===== src/rtl/calc_dev_nop_fsm.sv =====
// Calculator device FSM: one command word, then 0..NOPS operands combined into a persistent result.
// Optional build macro CALC_SAT_EN: saturating add/sub steps instead of wrap-around.
module calc_dev_nop_fsm #(
  parameter int DW   = 8,
  parameter int NOPS = 4
) (
  input  logic          clk,
  input  logic          rst,
  input  logic          cs,
  input  logic [DW-1:0] din,
  output logic          busy,
  output logic [DW-1:0] dout,
  output logic          drdy,
  output logic          ovf
);

  typedef enum logic [1:0] {IDLE, OPS, EXEC, TX} state_t;

  localparam logic [2:0] NOPS_W = 3'(NOPS);

  state_t        state;
  logic [DW-1:0] result;
  logic [DW-1:0] acc;
  logic [2:0]    n_eff;
  logic [2:0]    idx;
  logic          comb;
  logic          tx;
  logic          clr;
  logic [1:0]    mode;
  logic          acc_ovf;

  // One add/sub step; MSB of the return value is the signed-overflow flag.
  function automatic logic [DW:0] step(input logic [DW-1:0] a, input logic [DW-1:0] b,
                                       input logic sub);
    logic [DW-1:0] s;
    logic          v;
    s = sub ? (a - b) : (a + b);
    v = sub ? ((a[DW-1] != b[DW-1]) && (s[DW-1] != a[DW-1]))
            : ((a[DW-1] == b[DW-1]) && (s[DW-1] != a[DW-1]));
`ifdef CALC_SAT_EN
    if (v) s = a[DW-1] ? {1'b1, {(DW-1){1'b0}}} : {1'b0, {(DW-1){1'b1}}};
`endif
    return {v, s};
  endfunction

  logic [2:0]    cmd_n;
  logic [2:0]    n_sel;
  logic [DW:0]   op_step;
  logic [DW-1:0] base;
  logic [DW:0]   upd;
  logic [DW-1:0] new_result;
  logic          new_ovf;

  always_comb begin
    cmd_n   = din[2:0];
    n_sel   = (cmd_n > NOPS_W) ? NOPS_W : cmd_n;
    op_step = step(acc, din, comb);
    // clr zeroes result and ovf before the mode is applied
    base    = clr ? '0 : result;
    upd     = step(base, acc, mode == 2'b10);
    new_result = base;
    new_ovf    = (clr ? 1'b0 : ovf) | acc_ovf;
    case (mode)
      2'b00: new_result = acc;
      2'b01, 2'b10: begin
        new_result = upd[DW-1:0];
        new_ovf    = new_ovf | upd[DW];
      end
      default: new_result = base;
    endcase
  end

  always_ff @(posedge clk or posedge rst) begin
    if (rst) begin
      state   <= IDLE;
      busy    <= 1'b0;
      drdy    <= 1'b0;
      dout    <= '0;
      ovf     <= 1'b0;
      result  <= '0;
      acc     <= '0;
      n_eff   <= '0;
      idx     <= '0;
      comb    <= 1'b0;
      tx      <= 1'b0;
      clr     <= 1'b0;
      mode    <= 2'b00;
      acc_ovf <= 1'b0;
    end else begin
      case (state)
        IDLE: begin
          drdy <= 1'b0;
          if (cs) begin
            comb    <= din[3];
            mode    <= din[5:4];
            tx      <= din[6];
            clr     <= din[7];
            n_eff   <= n_sel;
            idx     <= '0;
            acc     <= '0;
            acc_ovf <= 1'b0;
            busy    <= 1'b1;
            state   <= (n_sel != 3'd0) ? OPS : EXEC;
          end
        end
        OPS: begin
          if (idx == 3'd0) begin
            acc <= din;
          end else begin
            acc <= op_step[DW-1:0];
            if (op_step[DW]) acc_ovf <= 1'b1;
          end
          idx <= idx + 3'd1;
          if (idx + 3'd1 == n_eff) state <= EXEC;
        end
        EXEC: begin
          result <= new_result;
          ovf    <= new_ovf;
          if (tx) begin
            dout  <= new_result;
            drdy  <= 1'b1;
            state <= TX;
          end else begin
            busy  <= 1'b0;
            state <= IDLE;
          end
        end
        default: begin
          drdy  <= 1'b0;
          busy  <= 1'b0;
          state <= IDLE;
        end
      endcase
    end
  end

endmodule

===== config.mk =====
export PLATFORM = sky130hd
export DESIGN_NAME = calc_dev_nop_fsm
export DESIGN_NICKNAME = d
export VERILOG_FILES = /design/src/rtl/calc_dev_nop_fsm.sv
export SDC_FILE = /design/constraint.sdc
export NUM_CORES = 1
export LEC_CHECK = 0
export CORE_MARGIN = 4
export CORE_UTILIZATION = 50
export DETAILED_ROUTE_END_ITERATION = 7
export GPL_TIMING_DRIVEN = 0
export MAX_ROUTING_LAYER = met4
export PLACE_DENSITY = 0.7
export REMOVE_ABC_BUFFERS = 1
export SYNTH_ARGS = -nofsm -noshare
export SYNTH_HDL_FRONTEND = slang
export SYNTH_SLANG_ARGS = --single-unit

===== constraint.sdc =====
create_clock -name clk -period 6.7 [get_ports clk]
set_input_delay 1.005 -clock clk [delete_from_list [all_inputs] [get_ports clk]]
set_output_delay 1.005 -clock clk [all_outputs]
set_load 0.01 [all_outputs]

# Yosys cells after proc, flatten, opt, wreduce, memory -nomap -nowiden
# Cells that the tools add are included.
[word_totals]
output_inout_bits = 11
regBits = 41
[op_classes]
reduce_logical = 17
muxes = 28
addsub = 5
n_eq_ne = 17
bitwise = 3
magnitude_cmp = 1
[op_table]
columns = ["cell", "n"]
rows = [
  ["8-bit 2-to-1 mux", 5],
  ["8-bit one-hot mux with 2 select lines", 2],
  ["8-bit adder", 2],
  ["8-bit subtractor", 2],
  ["2-bit != test, second input constant", 6],
  ["1-bit 2-to-1 mux", 10],
  ["2-bit AND reduction", 5],
  ["2-bit 2-to-1 mux", 4],
  ["3-bit 2-to-1 mux", 2],
  ["2-bit one-hot mux with 3 select lines", 1],
  ["3-bit one-hot mux with 2 select lines", 1],
  ["2-bit by 1-bit == test with 1-bit output, second input constant", 2],
  ["2-bit == test, second input constant", 2],
  ["1-bit logical AND", 4],
  ["2-bit zero test", 2],
  ["1-bit != test", 4],
  ["1-bit one-hot mux with 2 select lines", 2],
  ["4-bit AND reduction", 1],
  ["3-bit by 1-bit adder with 3-bit output, second input constant", 1],
  ["3-bit == test", 1],
  ["3-bit greater-than comparator, second input constant", 1],
  ["3-bit zero test", 1],
  ["1-bit one-hot mux with 3 select lines", 1],
  ["3-bit AND reduction", 1],
  ["other kinds (6)", 8],
]

# Depth between registers and ports, before layout
# Gate-level depths: netlist of the first run.
[depth]
ltp_word = 8
mapped_depth = 13
mapped_depth_nobuf = 13

# Worst setup path before layout of the first run
# Ideal clock, no wire load.
[synth_path]
kind = "input to register"
from = "input port din[0]"
to = "register acc[7]"
path_buffers = 0
path_stages = 12
path_slack_ns = 3.603
arrival_ns = 2.976
path_cell_list = "inv_1 -> ha_1 -> mux2_1 -> inv_1 -> ha_1 -> nor2b_1 -> o31a_1 -> o22a_1 -> xnor2_1 -> nor2_1 -> xor2_1 -> a22o_1"
[synth_via]
elab_chain_cells = 4
word_cells_on_any_way = 5
cone_classes = "2 x add/sub; 3 x mux"
[synth_lines]
columns = ["element", "line", "source"]
rows = [
  ["from (decl)", "10", "input logic [DW-1:0] din,"],
  ["8-bit adder or 8-bit subtractor (tied branches)", "37", "s = sub ? (a - b) : (a + b);"],
  ["8-bit 2-to-1 mux (*)", "37", ""],
  ["8-bit 2-to-1 mux (*)", "107", "if (idx == 3'd0) begin"],
  ["8-bit one-hot mux with 2 select lines (*)", "90", "case (state)"],
  ["to (signal assigned)", "108", "acc <= din;"],
  ["to (signal assigned)", "110", "acc <= op_step[DW-1:0];"],
  ["to (decl)", "23", "logic [DW-1:0] acc;"],
]
# Every way passes the cells marked *; elsewhere a longest branch is shown, timed or not.
# A chain may end at the register's enable or synchronous reset.

# Worst setup path after layout of the first run
# Ends and elaborated chain as after synthesis.

==> impl_metrics.toml, run 1 <==
[detailed_routing]
drc = 0
wl_per_cell_um = 14.79
firstDrtPassIters = 4
drtIter0Drc = 93
antenna_left = 0
vias_per_cell = 5.608
dr_total_vias = 2378
drt_wl_total_mm = 6.271

[worst_setup_path]
r2r-end = "dout[7]"
critical_path_required_ns = 6.89
reg2reg_slack_ns = 3.74
setup.worst_path.start_class = "input pin"
timing.rr.start = "mode[0]"
startpoint = "din[0]"
reg2reg_depth = 11
worstSetupEndpointType = "flip-flop"
cp_data_arrival_time_ns = 3.80
path_max_fanout = 4
crit_type = "in2reg"

[timing]
min_period_ns = 3.607
setup_ws_ns = 3.093
holdWs_ns = 0.4822
finalSetupViolations = 0
worstMarginPinSlew_ns = 1.048
fin_setup_tns_ns = 0
max_slew_margin = 0.2996
fin_worst_skew_ns = 0.006414
timing.fmax_mhz = 277.2
rsz0062_at_grt = "false"
timing.final.crit_share = 0.5384
slew_violations = 0
hold_viol = 0

[clock_network]
clk_latency_ns = 0.29
clk_pin_slew_ns = 0.08
cts_tree = "yes"
cts.sinks = 41
cts_setup_buffers = 0
h-tree-depth = 2
numCtsBuffers = 5
cts_resized = 0
root_buffer = "clkbuf_8"
hold_buffers = 0
cts.path.max_buffers = 2

[placed_design]
place_congestion = 0.8087
io_buffer_count = 21
hpwl_mm = 4.859
pre_cts_ws_ns = 2.778

[layout]
syn_to_final_growth_pct = 10.92
layout-drive-gt1-share = 0.05114
most-common-layout-cells = "dfrtp_1 (41), nand2_1 (34), o21ai_1 (25), inv_1 (24)"
num_antenna_cells = 0
final_common_cell = "dfrtp_1"
nets = 387

[synth]
synth.cell_area_sq_mm = 0.002944
avgSynthCellArea_sq_um = 8.659
seq_area_frac_synth = 0.3485
ys_warn_count = 0
synth_seq_cells = 41
yosys_most_used_dff = "dfrtp_1"
yosysUniqueCellTypes = 48
synth_edf_count = 0
ys_async_sr_fraction = 1.000
synthCells = 340

[global_routing]
track_usage = 0.1909
grt_pass1_wl_mm = 10.87
grt_max_degree = 42
gr-total-overflow = 0
grt_antenna_before_repair = 0
grt_pass1_vias = 2321

[flow_run]
cap_violations = 0

[die]
rows = 27
io_pins = 22
start_util = 0.5250
die_h_um = 84.74
coreArea_sq_mm = 0.005608
die-area_sq_mm = 0.007180
fp.dieW_um = 84.74

[min_path]
min-delay-start = "dout[3]"
min_to = "dout[3]"
min_path_type = "reg2reg"
hold_depth = 2

[status]
status = "finished, final reports clean"
[routing by layer]
layer  routed length [um]  up-vias  GRT usage
met5                    0        -          -
met4                  123        0    0.06331
li1                     -     1202          -
met1                 3040     1128     0.2482
met3                  198       10    0.02846
met2                 2908       38     0.3053
[logic make-up (layout without fill, tap and decap cells)]
kind of cell               after synthesis  in the layout  share of synthesized area
AOI/OAI and AO/OA                       98             98                     0.2095
xor gates and xnor gates                31             31                    0.09477
adders and majority gates               24             24                     0.1071
buffers and inverters                   42             54                    0.05652
DFF                                     41             41                     0.3485
muxes                                    4              4                    0.01402
and+or+nand+nor                        100            100                     0.1696
[synth_stat cells, types with 2 or more instances]
cell | instances | area [sq um]
a221oi_1 | 2 | 17.52
o22ai_1 | 2 | 12.51
nor2_1 | 21 | 78.83
a221o_1 | 5 | 50.05
and2b_2 | 6 | 52.55
ha_1 | 22 | 275.3
inv_1 | 25 | 93.84
a31oi_1 | 8 | 50.05
o21a_1 | 4 | 30.03
fa_1 | 2 | 40.04
a22oi_1 | 3 | 22.52
o31ai_1 | 5 | 37.54
clkbuf_1 | 14 | 52.55
nor3_1 | 8 | 40.04
nand3_1 | 9 | 45.04
a22o_1 | 2 | 17.52
mux2i_1 | 3 | 30.03
dfrtp_1 | 41 | 1026
xnor2_1 | 22 | 192.7
o21ai_1 | 25 | 125.1
nor2b_1 | 9 | 56.30
nand2b_1 | 4 | 25.02
a21oi_1 | 16 | 80.08
o21ai_0 | 12 | 60.06
a21o_1 | 6 | 45.04
nand4_1 | 2 | 12.51
xor2_1 | 8 | 70.07
nand2_1 | 34 | 127.6
[cell type report]
cell class                      count  area (sq um)
Fill cell                         518          2342
Multi-Input combinational cell    257          1752
Sequential cell                    41          1026
Timing Repair Buffer               21         210.2
Inverter                           26         97.59
Tap cell                           72         90.09
Clock buffer                        6         82.58
Clock inverter                      1         7.507
[flip-flops by register name (all words and copies together), names as in the netlist]
| signal | count |
|---|---|
| state | 2 |
| ovf | 1 |
| acc_ovf | 1 |
| drdy | 1 |
| acc | 8 |
| clr | 1 |
| result | 8 |
| dout | 8 |
| busy | 1 |
| idx | 3 |
| tx | 1 |
| mode | 2 |
| n_eff | 3 |
| comb | 1 |
[worst max-delay path, cell delays in order]
cell and delay (ns):
clkdlybuf4s50_1 0.54, inv_1 0.08, ha_1 0.29, mux2_1 0.33, inv_1 0.07, ha_1 0.21, nor2b_1 0.14, o31a_1 0.28
o22a_1 0.23, xnor2_1 0.18, nor2_1 0.07, xor2_1 0.18, a22o_1 0.18
[per-stage QoR]
step	cell area (sq um)	std cells	utilization
after detailed placement	3176	417	0.5663
after global placement	3176	417	0.5663
after floorplan	2875	324	-
final	3266	424	0.5823
after CTS	3266	424	0.5823
after global routing	3266	424	0.5823
[worst max path at each step]
stage,to,depth (start not counted),slack (ns)
floorplan,acc[7],12,3.58
global placement,acc[7],12,2.79
detailed placement,acc[7],13,2.78
CTS,acc[7],13,3.08
global route,acc[7],13,2.93
finish,acc[7],13,3.09
Power of run 1 is not shown: default switching activity piles up to over one toggle a cycle in this logic, so the estimate is an artifact.
==> run 2, diff against run 1 <==
--- a/config.mk
+++ b/config.mk
@@ -10,7 +10,7 @@
 export DETAILED_ROUTE_END_ITERATION = 7
 export GPL_TIMING_DRIVEN = 0
 export MAX_ROUTING_LAYER = met4
-export PLACE_DENSITY = 0.7
+export PLACE_DENSITY = 0.73
 export REMOVE_ABC_BUFFERS = 1
 export SYNTH_ARGS = -nofsm -noshare
 export SYNTH_HDL_FRONTEND = slang
==> constraint.sdc (replaced) <==
create_clock -name clk -period 3.3 [get_ports clk]
set_input_delay 0.495 -clock clk [delete_from_list [all_inputs] [get_ports clk]]
set_output_delay 0.495 -clock clk [all_outputs]
set_load 0.01 [all_outputs]
==> run 2 against run 1 <==
First-iteration DRC count up 49%; critical path depth unchanged; cell count unchanged; design area up 0.42%; via count down 0.50%; largest cell class unchanged.
==> impl_metrics.toml, run 2 (synthesis results as in run 1) <==
[die]
coreArea_sq_mm = 0.005608
start_util = 0.5250
die-area_sq_mm = 0.007180
io_pins = 22
rows = 27
fp.dieW_um = 84.74
die_h_um = 84.74

[global_routing]
grt_pass1_wl_mm = 11.25
grt_antenna_before_repair = 0
track_usage = 0.1992
grt_pass1_vias = 2301
grt_max_degree = 42
gr-total-overflow = 0

[detailed_routing]
drc = 0
vias_per_cell = 5.580
dr_total_vias = 2366
firstDrtPassIters = 4
wl_per_cell_um = 14.89
antenna_left = 0
drtIter0Drc = 139
drt_wl_total_mm = 6.313

[status]
status = "finished, final reports clean"

[clock_network]
h-tree-depth = 2
hold_buffers = 0
numCtsBuffers = 5
clk_latency_ns = 0.29
cts.sinks = 41
cts.path.max_buffers = 2
cts_resized = 0
root_buffer = "clkbuf_8"
clk_pin_slew_ns = 0.08
cts_tree = "yes"
cts_setup_buffers = 0

[layout]
register_area_sq_mm = 0.001026
multiInputGateArea_sq_mm = 0.001752
layout-drive-gt1-share = 0.05114
final_common_cell = "dfrtp_1"
top_regs = "acc x8, dout x8, result x8"
fillers = 518
most-common-layout-cells = "dfrtp_1 (41), nand2_1 (34), o21ai_1 (25), inv_1 (24)"
num_antenna_cells = 0
fin_cells = 424
nets = 387
syn_to_final_growth_pct = 11.39

[timing]
slew_violations = 0
finalSetupViolations = 0
hold_viol = 0
worstMarginPinSlew_ns = 1.109
rsz0062_at_grt = "false"
setup_ws_ns = 0.2086
fin_worst_skew_ns = 0.007199
min_period_ns = 3.091
max_slew_margin = 0.2590
fin_setup_tns_ns = 0
timing.final.crit_share = 0.9368
timing.fmax_mhz = 323.5

[worst_setup_path]
cp_data_arrival_time_ns = 3.28
worstSetupEndpointType = "flip-flop"
max_stage_delay_ns = 0.56
critical_path_required_ns = 3.49
path_max_fanout = 4
crit_type = "in2reg"
cp_cell_sequence = "clkdlybuf4s50_1, inv_1, ha_1, mux2_1, inv_1, ha_1, nor2b_1, o31a_1, o22a_1, xnor2_1, nor2_1, xor2_1, a22o_1"
cp_slowest_cell = "clkdlybuf4s50_1"
setup.worst_path.start_class = "input pin"

[flow_run]
cap_violations = 0

[placed_design]
hpwl_mm = 4.758
io_buffer_count = 21
pre_cts_ws_ns = -0.09238
place_congestion = 0.8741
dp.cells = 417

[min_path]
min_path_type = "reg2reg"
==> run 2: final timing paths <==
check / start / end / slack [ns] / depth (start not counted)
setup / recovery: din[0] / acc[7] / 0.21 / 13
hold / removal: dout[4] / dout[4] / 0.49 / 2
setup reg to reg: mode[0] / dout[7] / 0.37 / 11
hold reg to reg: dout[4] / dout[4] / 0.49 / 2
max in group asynchronous: rst / acc[4] / 2.06 / 2
min in group asynchronous: rst / dout[7] / 0.69 / 2
==> run 2: worst max-delay path: cells and delay by family <==
family / cells / cell delay (ns)
compound gates: 3 / 0.69
xor+xnor: 2 / 0.35
fa+ha+maj: 2 / 0.49
buf+inv: 3 / 0.72
mux: 1 / 0.33
simple gates: 2 / 0.21
==> run 2: through the flow <==
stage / instance area, sq um / util / hold slack (ns)
after global placement: 3176 / 0.5663 / 0.4581
final: 3279 / 0.5848 / 0.4854
after CTS: 3279 / 0.5848 / 0.4901
after floorplan: 2875 / - / 0.4492
after global routing: 3279 / 0.5848 / 0.5092
after detailed placement: 3176 / 0.5663 / 0.4724
==> run 2: layout make-up <==
class                      instances  share of cell area
inverter                          26             0.02976
tap                               72             0.02747
clock inverter                     2             0.01068
sequential                        41              0.3129
multi-input combinational        257              0.5341
clock buffer                       5             0.02098
timing repair buffer              21             0.06410
==> run 2: per-layer routing <==
metal,GRT usage,part of all wire
met4,0.05036,0.011
met5,-,0
met1,0.2681,0.49
met2,0.3160,0.47
met3,0.02944,0.037
Power of run 2 is left out for the same reason.
==> run 3, diff against run 2 <==
--- a/config.mk
+++ b/config.mk
@@ -6,11 +6,11 @@
 export NUM_CORES = 1
 export LEC_CHECK = 0
 export CORE_MARGIN = 4
-export CORE_UTILIZATION = 50
+export CORE_UTILIZATION = 53
 export DETAILED_ROUTE_END_ITERATION = 7
 export GPL_TIMING_DRIVEN = 0
 export MAX_ROUTING_LAYER = met4
-export PLACE_DENSITY = 0.73
+export PLACE_DENSITY = 0.76
 export REMOVE_ABC_BUFFERS = 1
 export SYNTH_ARGS = -nofsm -noshare
 export SYNTH_HDL_FRONTEND = slang
==> run 3 against run 2 <==
First-iteration DRC count shrank 17%; cell count shrank 0.24%; core utilization grew 4.3 points; clock skew shrank 0.0027 ns; routed wire length shrank 0.87%; die area shrank 5.1%; worst setup slack gained 0.014 ns; sequential cell count is the same; count of clock-buffer cells in the layout grew 2; non-clock buffer count is the same; critical path depth is the same; largest cell class unchanged.
==> impl_metrics.toml, run 3 (synthesis results as in run 1) <==
[status]
status = "finished, final reports clean"

[die]
coreArea_sq_mm = 0.005238
io_pins = 22
fp.dieW_um = 82.53
die_h_um = 82.53
rows = 26
start_util = 0.5621
die-area_sq_mm = 0.006811

[layout]
layout-drive-gt1-share = 0.05099
nets = 387
top_regs = "acc x8, dout x8, result x8"
syn_to_final_growth_pct = 11.73
num_antenna_cells = 0
final_common_cell = "dfrtp_1"
fin_cells = 423
most-common-layout-cells = "dfrtp_1 (41), nand2_1 (34), o21ai_1 (25), inv_1 (24)"

[global_routing]
grt_max_degree = 42
track_usage = 0.2170
met1_usage = 0.2638
grt_pass1_wl_mm = 11.10
gr-total-overflow = 0
use_met3 = 0.03905
grtUsageMet2 = 0.3662
grt_pass1_vias = 2410
grt_antenna_before_repair = 0
grt.busiest_layer = "met2"

[worst_setup_path]
reg2reg_depth = 11
timing.rr.start = "mode[0]"
max_stage_delay_ns = 0.54
startpoint = "din[0]"
path_max_fanout = 4
cp_data_arrival_time_ns = 3.27
critical_path_required_ns = 3.49
cp_cell_sequence = "clkdlybuf4s50_1, inv_1, ha_1, mux2_1, inv_1, ha_1, nor2b_1, o31a_1, o22a_1, xnor2_1, nor2_1, xor2_1, a22o_1"
cp-endpoint = "acc[7]"
cp.depth = 13
r2r-end = "dout[7]"
worstSetupEndpointType = "flip-flop"
cp_slowest_cell = "clkdlybuf4s50_1"
cp.buffers_inverters = 3
setup.worst_path.start_class = "input pin"
crit_type = "in2reg"
cp_top_family = "compound AO/OA/AOI/OAI gates"
reg2reg_slack_ns = 0.33

[clock_network]
h-tree-depth = 2
cts_setup_buffers = 0
hold_buffers = 0
cts_tree = "yes"
cts_resized = 0
numCtsBuffers = 5
clk_latency_ns = 0.30
cts.sinks = 41
root_buffer = "clkbuf_8"
clk_pin_slew_ns = 0.08
cts.path.max_buffers = 2

[timing]
slew_violations = 0
holdWs_ns = 0.4800
timing.fmax_mhz = 325.0
rsz0062_at_grt = "false"
worstMarginPinSlew_ns = 1.073
max_slew_margin = 0.2833
min_period_ns = 3.077
finalSetupViolations = 0
timing.final.crit_share = 0.9325
hold_viol = 0
fin_worst_skew_ns = 0.004456
fin_setup_tns_ns = 0

[detailed_routing]
antenna_left = 0
firstDrtPassIters = 4
vias_per_cell = 5.660
drt_wl_total_mm = 6.258
wl_per_cell_um = 14.79
drc = 0
dr_total_vias = 2394
drtIter0Drc = 115

[flow_run]
cap_violations = 0

[placed_design]
hpwl_mm = 4.827
place_congestion = 0.8644
io_buffer_count = 21
dp.cells = 415

[min_path]
min_path_type = "reg2reg"
run 3: cell types whose count changed in the layout (fill, tap and decap cells not counted), sizes merged:
cell | before | now
clkbuf | 5 | 7
clkinv | 1 | 0
run 3: how the worst min path moves through the flow:
stage,to,from,slack (ns),cells past startpoint
global placement,dout[5],dout[5],0.46,1
floorplan,result[1],result[1],0.45,2
CTS,dout[5],dout[5],0.48,1
global route,dout[4],dout[4],0.51,2
detailed placement,dout[5],dout[5],0.47,1
finish,dout[5],dout[5],0.48,1
run 3: cell type report:
class                      count  area (sq um)
clock buffer                   7         86.33
clock inverter                 1         30.03
fill                         455          1948
inverter                      26         97.59
multi-input combinational    257          1752
sequential                    41          1026
tap                           70         87.58
timing repair buffer          21         210.2
run 3: stage by stage:
stage | worst slack, ns | util | instance area (sq um)
floorplan | 0.6622 | - | 2875
global placement | -0.06977 | 0.6058 | 3173
detailed placement | -0.1027 | 0.6058 | 3173
CTS | 0.2132 | 0.6280 | 3289
global route | 0.06069 | 0.6280 | 3289
finish | 0.2227 | 0.6280 | 3289
run 3: layer usage:
layer / vias to the layer above / wire length [um]
met5: - / 0
met4: 0 / 100
met3: 12 / 258
met1: 1126 / 2826
li1: 1206 / -
met2: 50 / 3072
run 3: worst reg2reg max path: stages, from the launching register on:
cell and delay [ns]:
dfrtp_1 0.38, inv_1 0.11, ha_1 0.35, mux2i_1 0.37
ha_1 0.29, nor2b_1 0.13, o21a_1 0.18, or2_1 0.21
a21oi_1 0.17, xnor2_1 0.16, a221o_1 0.33, a22o_1 0.19
Power of run 3 is left out for the same reason.
==> patch: new RTL, config.mk and constraints of run 1 <==
Register the output `ovf` once more, cleared by the reset; this adds one clock of latency there. The other outputs are not delayed to match.
--- a/src/rtl/calc_dev_nop_fsm.sv
+++ b/src/rtl/calc_dev_nop_fsm.sv
@@ -19,2 +19,4 @@
   localparam logic [2:0] NOPS_W = 3'(NOPS);
+
+  logic ovf_s0;
 
@@ -61,3 +63,3 @@
     new_result = base;
-    new_ovf    = (clr ? 1'b0 : ovf) | acc_ovf;
+    new_ovf    = (clr ? 1'b0 : ovf_s0) | acc_ovf;
     case (mode)
@@ -78,3 +80,3 @@
       dout    <= '0;
-      ovf     <= 1'b0;
+      ovf_s0  <= 1'b0;
       result  <= '0;
@@ -117,3 +119,3 @@
           result <= new_result;
-          ovf    <= new_ovf;
+          ovf_s0 <= new_ovf;
           if (tx) begin
@@ -136,2 +138,10 @@
 
+  always_ff @(posedge clk or posedge rst) begin
+    if (rst) begin
+      ovf <= '0;
+    end else begin
+      ovf <= ovf_s0;
+    end
+  end
+
 endmodule
Formal check against the unedited RTL: not equivalent (Yosys sat finds a counterexample within 4 cycles, from zero or initial values and one cycle with rst high).
==> patch against run 1 <==
- setup slack worse by 0.022 ns
- area after synthesis grew 0.85%
- sequential cell count increased by 1
- via count is 0.88% higher
- final area increased by 0.92%
- routed wire length increased by 1.0%
- highest routed layer unchanged
- final cell count rose by 0.47%
- global-route usage increased by 0.60 points
- non-clock buffer count is the same
Power is not shown: default switching activity piles up to over one toggle a cycle in this logic, so the estimate is an artifact.
==> patch: results <==
{
  "cts_resized": 0,
  "antenna_found_initial": 0,
  "worst_pin_slew_ns": 1.08,
  "grt_first_pass_wirelength_um": 11400,
  "grt_max_degree": 43,
  "cts-htree-levels": 2,
  "max_stage_delay_ns": 0.55,
  "drive_gt1_frac": 0.0537,
  "synth_area_leaders": "dfrtp_1 35%, ha_1 9.3%, xnor2_1 6.5%",
  "worstSkewPairLatency_ns": 0.30,
  "crit_family": "simple AND/OR/NAND/NOR gates",
  "hp-class": "reg -> reg",
  "ctsRootBufferMaster": "clkbuf_8",
  "dp_hpwl_um": 4940,
  "clk_pin_slew_worst_paths_ns": 0.08,
  "finClkSkew_ns": 0.00699,
  "crit_fanout": 6,
  "largest_registers": "acc x8, dout x8, result x8",
  "yosys_warnings": 0,
  "synth_seq_area_share": 0.354,
  "nFillCells": 514,
  "ys_types": 48,
  "use_met1": 0.257,
  "place_congestion": 0.820,
  "gr-usage-met2": 0.311,
  "grt_pass1_vias": 2427,
  "cts_buffers": 5,
  "routedWlPerCell_um": 14.9,
  "cts_setup_buffers": 0,
  "use_met3": 0.0350,
  "status": "complete, no violations",
  "synth_common_cells": "42 x dfrtp_1, 34 x nand2_1, 25 x inv_1, 25 x o21ai_1",
  "grt_usage": 0.197,
  "first_pass_iters": 4,
  "fin_nets": 388,
  "io_buffer_count": 21,
  "avgViaCountPerCell": 5.63,
  "crit_arrival_ns": 3.81,
  "first_iter_violations": 124,
  "rr_worst_depth": 11,
  "clk_path_buf_depth": 2,
  "antenna_cells": 0,
  "synthArstFlopShare": 1.00,
  "placed_area_sq_um": 3200,
  "hold_depth": 0,
  "cp_slowest_cell": "clkdlybuf4s50_1"
}
==> patch: cell count changes after synthesis <==
cell	before	now
dfrtp_1	41	42
==> patch: routing by layer <==
metal  part of all wire  vias up  wire length (um)
li1                   -     1211                 -
met5                  0        -                 0
met1               0.48     1143              3040
met2               0.47       34              3010
met4              0.018        0               115
met3              0.027       11               172
==> patch: cells by family after synthesis <==
logic type      Yosys count  share of synthesized area
compound gates           98                      0.208
xor+xnor                 31                     0.0940
fa+ha+maj                24                      0.106
buf+inv                  42                     0.0560
flops                    42                      0.354
mux                       4                     0.0139
simple gates            100                      0.168
==> patch: area by class of cell <==
cell class                 instances  area, sq um  share of cell area
tap                               72         90.1              0.0273
clock buffer                       6         82.6              0.0251
sequential                        42         1050               0.319
clock inverter                     2         12.5             0.00380
multi-input combinational        257         1750               0.532
timing repair buffer              21          210              0.0638
inverter                          26         97.6              0.0296
==> patch: final timing paths <==
path / startpoint / endpoint / slack (ns)
max: din[2] / acc[7] / 3.07
min: ovf_s0 / ovf / 0.38
max reg2reg: mode[0] / dout[7] / 3.75
min reg2reg: ovf_s0 / ovf / 0.38
max in group asynchronous: rst / acc[2] / 4.94
min in group asynchronous: rst / dout[0] / 1.20
==> patch: metrics by stage <==
step / instances / setup slack, ns / hold WS (ns) / utilization
3_3_place_gp: 418 / 2.81 / 0.366 / 0.567
6_report: 426 / 3.07 / 0.376 / 0.584
5_1_grt: 426 / 2.92 / 0.406 / 0.584
2_1_floorplan: 325 / 3.58 / 0.348 / -
3_5_place_dp: 418 / 2.77 / 0.357 / 0.567
4_1_cts: 426 / 3.07 / 0.378 / 0.584
